**config.mk**
```make
export PLATFORM = sky130hd
export DESIGN_NAME = inst_fetch_unit
export DESIGN_NICKNAME = d
export VERILOG_FILES = /design/src/rtl/inst_fetch_unit.sv
export SDC_FILE = /design/constraint.sdc
export NUM_CORES = 1
export LEC_CHECK = 0
export CORE_MARGIN = 2
export CORE_UTILIZATION = 30
export CTS_BUF_LIST = sky130_fd_sc_hd__clkbuf_8
export DETAILED_ROUTE_END_ITERATION = 10
export SETUP_SLACK_MARGIN = 0.2
export SYNTH_ARGS = -nofsm -noshare
export SYNTH_HDL_FRONTEND = slang
export SYNTH_SLANG_ARGS = --single-unit
```
**constraint.sdc**
```tcl
create_clock -name clk -period 12 [get_ports clk]
set_clock_uncertainty 0.2 [all_clocks]
set_input_delay 2.4 -clock clk [delete_from_list [all_inputs] [get_ports clk]]
set_output_delay 2.4 -clock clk [all_outputs]
set_load 0.01 [all_outputs]
```
**src/rtl/inst_fetch_unit.sv**
```systemverilog
// Instruction fetch stage: direct-mapped cache of 16-bit instructions, filled
// byte-by-byte from program memory over a req/ack handshake.
module inst_fetch_unit #(
    parameter int unsigned DEPTH = 8,
    parameter int unsigned IDX_W = 3
) (
    input  logic        clk,
    input  logic        rst,
    input  logic [15:0] pc,
    input  logic        pc_valid,
    input  logic        flush,
    output logic [15:0] inst,
    output logic        inst_valid,
    output logic        misalign,
    output logic [15:0] mem_addr,
    output logic        mem_rd,
    input  logic [7:0]  mem_rdata,
    input  logic        mem_ack
);

    localparam int unsigned TAG_W = 15 - IDX_W;

    typedef enum logic [1:0] {IDLE, FETCH_LO, FETCH_HI} state_t;

    state_t state, state_next;

    logic [DEPTH-1:0] line_valid, line_valid_next;
    logic [15:0]      line_data [DEPTH];
    logic [TAG_W-1:0] line_tag  [DEPTH];

    logic [15:0] fpc, fpc_next;
    logic [7:0]  lo, lo_next;
    logic        flush_pend, flush_pend_next;

    logic [15:0] inst_next;
    logic        inst_valid_next;
    logic        misalign_next;
    logic        mem_rd_next;
    logic [15:0] mem_addr_next;

    logic             fill_we;
    logic [15:0]      fill_data;
    logic [IDX_W-1:0] pc_idx, fpc_idx;
    logic [TAG_W-1:0] pc_tag, fpc_tag;
    logic             hit;
    logic             acked;

    assign pc_idx    = pc[IDX_W:1];
    assign pc_tag    = pc[15:IDX_W+1];
    assign fpc_idx   = fpc[IDX_W:1];
    assign fpc_tag   = fpc[15:IDX_W+1];
    assign hit       = line_valid[pc_idx] && (line_tag[pc_idx] == pc_tag);
    assign acked     = mem_rd && mem_ack;
    assign fill_data = {mem_rdata, lo};

    always_ff @(posedge clk or negedge rst) begin
        if (!rst) begin
            state <= IDLE;
        end else begin
            state <= state_next;
        end
    end

    always_comb begin
        state_next      = state;
        line_valid_next = line_valid;
        fpc_next        = fpc;
        lo_next         = lo;
        flush_pend_next = flush_pend;
        inst_next       = inst;
        inst_valid_next = 1'b0;
        misalign_next   = 1'b0;
        mem_rd_next     = mem_rd;
        mem_addr_next   = mem_addr;
        fill_we         = 1'b0;

        case (state)
            IDLE: begin
                if (pc_valid) begin
                    if (pc[0]) begin
                        misalign_next = 1'b1;
                    end else if (hit && !flush) begin
                        inst_next       = line_data[pc_idx];
                        inst_valid_next = 1'b1;
                    end else begin
                        fpc_next      = pc;
                        mem_addr_next = pc;
                        mem_rd_next   = 1'b1;
                        state_next    = FETCH_LO;
                    end
                end
                if (flush) begin
                    line_valid_next = '0;
                end
            end
            FETCH_LO: begin
                if (flush) begin
                    flush_pend_next = 1'b1;
                end
                if (acked) begin
                    lo_next       = mem_rdata;
                    mem_addr_next = fpc + 16'd1;
                    state_next    = FETCH_HI;
                end
            end
            FETCH_HI: begin
                if (flush) begin
                    flush_pend_next = 1'b1;
                end
                if (acked) begin
                    mem_rd_next = 1'b0;
                    state_next  = IDLE;
                    // A flush seen at any point in the fill discards the fetched line.
                    if (flush_pend || flush) begin
                        line_valid_next = '0;
                        flush_pend_next = 1'b0;
                    end else begin
                        fill_we                  = 1'b1;
                        line_valid_next[fpc_idx] = 1'b1;
                        if (pc_valid && (pc == fpc)) begin
                            inst_next       = fill_data;
                            inst_valid_next = 1'b1;
                        end
                    end
                end
            end
            default: begin
                state_next = IDLE;
            end
        endcase
    end

    always_ff @(posedge clk or negedge rst) begin
        if (!rst) begin
            line_valid <= '0;
            fpc        <= '0;
            lo         <= '0;
            flush_pend <= 1'b0;
            inst       <= '0;
            inst_valid <= 1'b0;
            misalign   <= 1'b0;
            mem_rd     <= 1'b0;
            mem_addr   <= '0;
        end else begin
            line_valid <= line_valid_next;
            fpc        <= fpc_next;
            lo         <= lo_next;
            flush_pend <= flush_pend_next;
            inst       <= inst_next;
            inst_valid <= inst_valid_next;
            misalign   <= misalign_next;
            mem_rd     <= mem_rd_next;
            mem_addr   <= mem_addr_next;
        end
    end

    // Line storage needs no reset; the valid bits gate every read.
    always_ff @(posedge clk) begin
        if (fill_we) begin
            line_data[fpc_idx] <= fill_data;
            line_tag[fpc_idx]  <= fpc_tag;
        end
    end

endmodule
```
==> results.cfg <==
[status]
status = complete, no violations

[hold_path]
hp-class = reg -> reg

[power]
power_leakage_uw = 0.00510
p_int_uw = 2090
power_frac_clock_pct = 26.3
p_per_area_nw_per_um2 = 207
p_switching_uw = 905
seq_power_share_pct = 48.9
irDropWorstVdd_mv = 0.0936
total_power_uw = 3000
p_sw_share_pct = 30.2
power_frac_comb_pct = 24.8

[detailed_routing]
wire_per_inst_um = 21.1
wl_um = 28400
viasPerCell = 4.94
first_pass_iters = 5
drcViolationCount = 0
drt_iter0_markers = 605
vias = 6669
antenna_left = 0

[sta]
maxSlewHeadroom_pct = 23.0
final.setup.tns_ps = 0
period_needed_ps = 6270
rsz0062_at_grt = no
finalCritPeriodShare_pct = 52.3
maxSlewViolCount = 0
fmax_mhz = 159
hold_viol_final = 0
worst_pin_slew_ps = 1160
setup_viol = 0

[floorplanning]
rows = 74
fp.coreArea_um2 = 40800
fp.dieArea_um2 = 43000
io_pins = 64
start_util_pct = 30.4
fp.dieW_um = 207
dieHeight_um = 207

[cts]
clock-sinks = 293
hold_buffers = 0
htree_levels = 2
cts.repair.resized = 0
cts_tree = built
cts_buffers = 46
root_buffer = clkbuf_8
post_cts_buffers = 0
clkTransAtPathRegs_ps = 60
clk_path_buf_depth = 3
clock_latency_ps = 580

[yosys]
yosys-top-cells-count = edfxtp_1, dfrtp_1, mux4_2
synth_area_um2 = 12400
synthMostInstantiatedCell = edfxtp_1
synth_area_leader_cell = edfxtp_1
synth_edf_count = 224
synth_top_area_share_pct = 54.3
syn_nets = 725
yosysWarningCount = 0
ys_seq_elements = 293
ys.flop_type = edfxtp_1
syn_inst = 693
ys_types = 43
async_flop_share_pct = 23.5
synth_area_leaders = edfxtp_1, dfrtp_1, mux4_2
synth-seq-area-share_pct = 68.2
syn_avg_cell_area_um2 = 17.9

[worst_setup_path]
critPathTopFamily = simple AND/OR/NAND/NOR gates
critPathMaxStageDelay_ps = 740
path_class = in -> reg
startpoint_type = primary input
end_kind = flip-flop
critPathBufInv = 2
worstPathRequired_ps = 12250
crit_arrival_ps = 6530
slowest_stage = nor4b_4
worstPathCellList = buf_4 -> buf_4 -> mux4_2 -> mux2i_1 -> xor2_1 -> nand2_1 -> nor4b_4 -> nand2_1 -> a311o_1
critPathMaxFanout = 39

[global_routing]
grt_max_degree = 64
grt_pass1_vias = 7154
antenna_found_initial = 0
grt_pass1_wl_um = 43800
grt_use_total_pct = 13.2
grt-ovfl-total = 0

[placement]
io_buffer_count = 63
hpwl_um = 16400
gp_congestion = 0.707

[final_layout]
insertedDiodeCount = 0
final_nets = 812
final_layout_size_suffix_gt1_share_pct = 25.6
area_growth_pct = 17.1
n_fill_cell = 3836

[flow_run]
drv_cap = 0
## final timing paths
check | start | end | slack [ps] | cells past startpoint
worst min register to register | line_valid[4]$_DFFE_PN0P_ | line_valid[4]$_DFFE_PN0P_ | 300 | 2
max in group asynchronous | rst | mem_addr[9]$_DFFE_PN0P_ | 9020 | 2
worst max-delay path | pc[1] | inst[15]$_DFFE_PN0P_ | 5730 | 9
worst max register to register | line_tag[7][3]$_DFFE_PP_ | inst[15]$_DFFE_PN0P_ | 8130 | 7
worst min-delay path | line_valid[4]$_DFFE_PN0P_ | line_valid[4]$_DFFE_PN0P_ | 300 | 2
min in group asynchronous | rst | inst[8]$_DFFE_PN0P_ | 1430 | 1
## power by group through the flow
stage | clock [µW] | sequential, µW | combinational [µW]
finish | 790 | 1470 | 743
global route | 861 | 1490 | 808
CTS | 818 | 1470 | 748
detailed placement | 0 | 1480 | 743
global placement | 0 | 1480 | 733
floorplan | 0 | 1440 | 485
## metal layers
| metal | track usage, % | up-vias | part of all wire (%) |
|---|---|---|---|
| li1 | - | 2944 | - |
| met1 | 18.6 | 3521 | 47 |
| met4 | 3.60 | 0 | 1.3 |
| met5 | 0 | - | 0 |
| met2 | 21.0 | 169 | 47 |
| met3 | 2.54 | 35 | 4.4 |
## tightest hold or removal path, delay by kind of cell, from the launching register on
| family | cells | cell delay, ps |
|---|---|---|
| compound gates | 1 | 40 |
| simple gates | 1 | 80 |
| flops | 1 | 340 |
## flip-flops by register name, indices dropped and copies added (netlist names)
register / flops
flush_pend: 1
fpc: 15
inst: 16
inst_valid: 1
line_data: 128
line_tag: 96
line_valid: 8
lo: 8
mem_addr: 16
mem_rd: 1
misalign: 1
state: 2
## metrics by stage
stage               setup slack (ps)  area [µm²]  std cells  utilization [%]  hold WS (ps)
finish                          5730       14500       1350             35.5           301
global route                    5320       14500       1350             35.5           328
CTS                             5560       14500       1350             35.5           300
detailed placement              4940       13600       1264             33.4           285
global placement                5000       13600       1264             33.4           282
floorplan                       6610       12400        693                -           257
## kinds of logic (layout without fill, tap and decap cells)
family | after synthesis | in the layout | synth area share [%]
multiplexers | 157 | 157 | 19.5
adder cells (fa/ha/maj) | 3 | 3 | 0.303
XOR/XNOR | 27 | 27 | 1.91
AND/OR/NAND/NOR | 107 | 107 | 4.70
buffers and inverters | 48 | 173 | 1.88
AO/OA/AOI/OAI | 58 | 58 | 3.47
flip-flops | 293 | 293 | 68.2
## cells in the final DEF (no fill, tap or decap), types with 5 or more instances in the layout
cell               n
nand3_1            6
clkbuf_8          49
mux2_2            49
a21oi_1           22
mux2i_1           30
mux4_2            58
a31oi_1            6
clkinv_2           5
mux2_1            10
and4b_1           16
nand2_1           11
edfxtp_1         224
nor2_1            45
xor2_1            12
a311o_1           16
xnor2_1           15
nand4_1            8
clkdlybuf4s50_1   59
buf_4             20
dfrtp_1           69
inv_1             33
mux2_4            10
## cell type report
type	instances	area, µm²	area share, %
multi-input combinational	352	3760	25.9
sequential	293	8450	58.3
clock buffer	49	674	4.65
timing repair buffer	81	751	5.17
tap	532	666	4.59
clock inverter	37	184	1.27
inverter	6	22.5	0.155
Power figures use the tool's default switching activity.
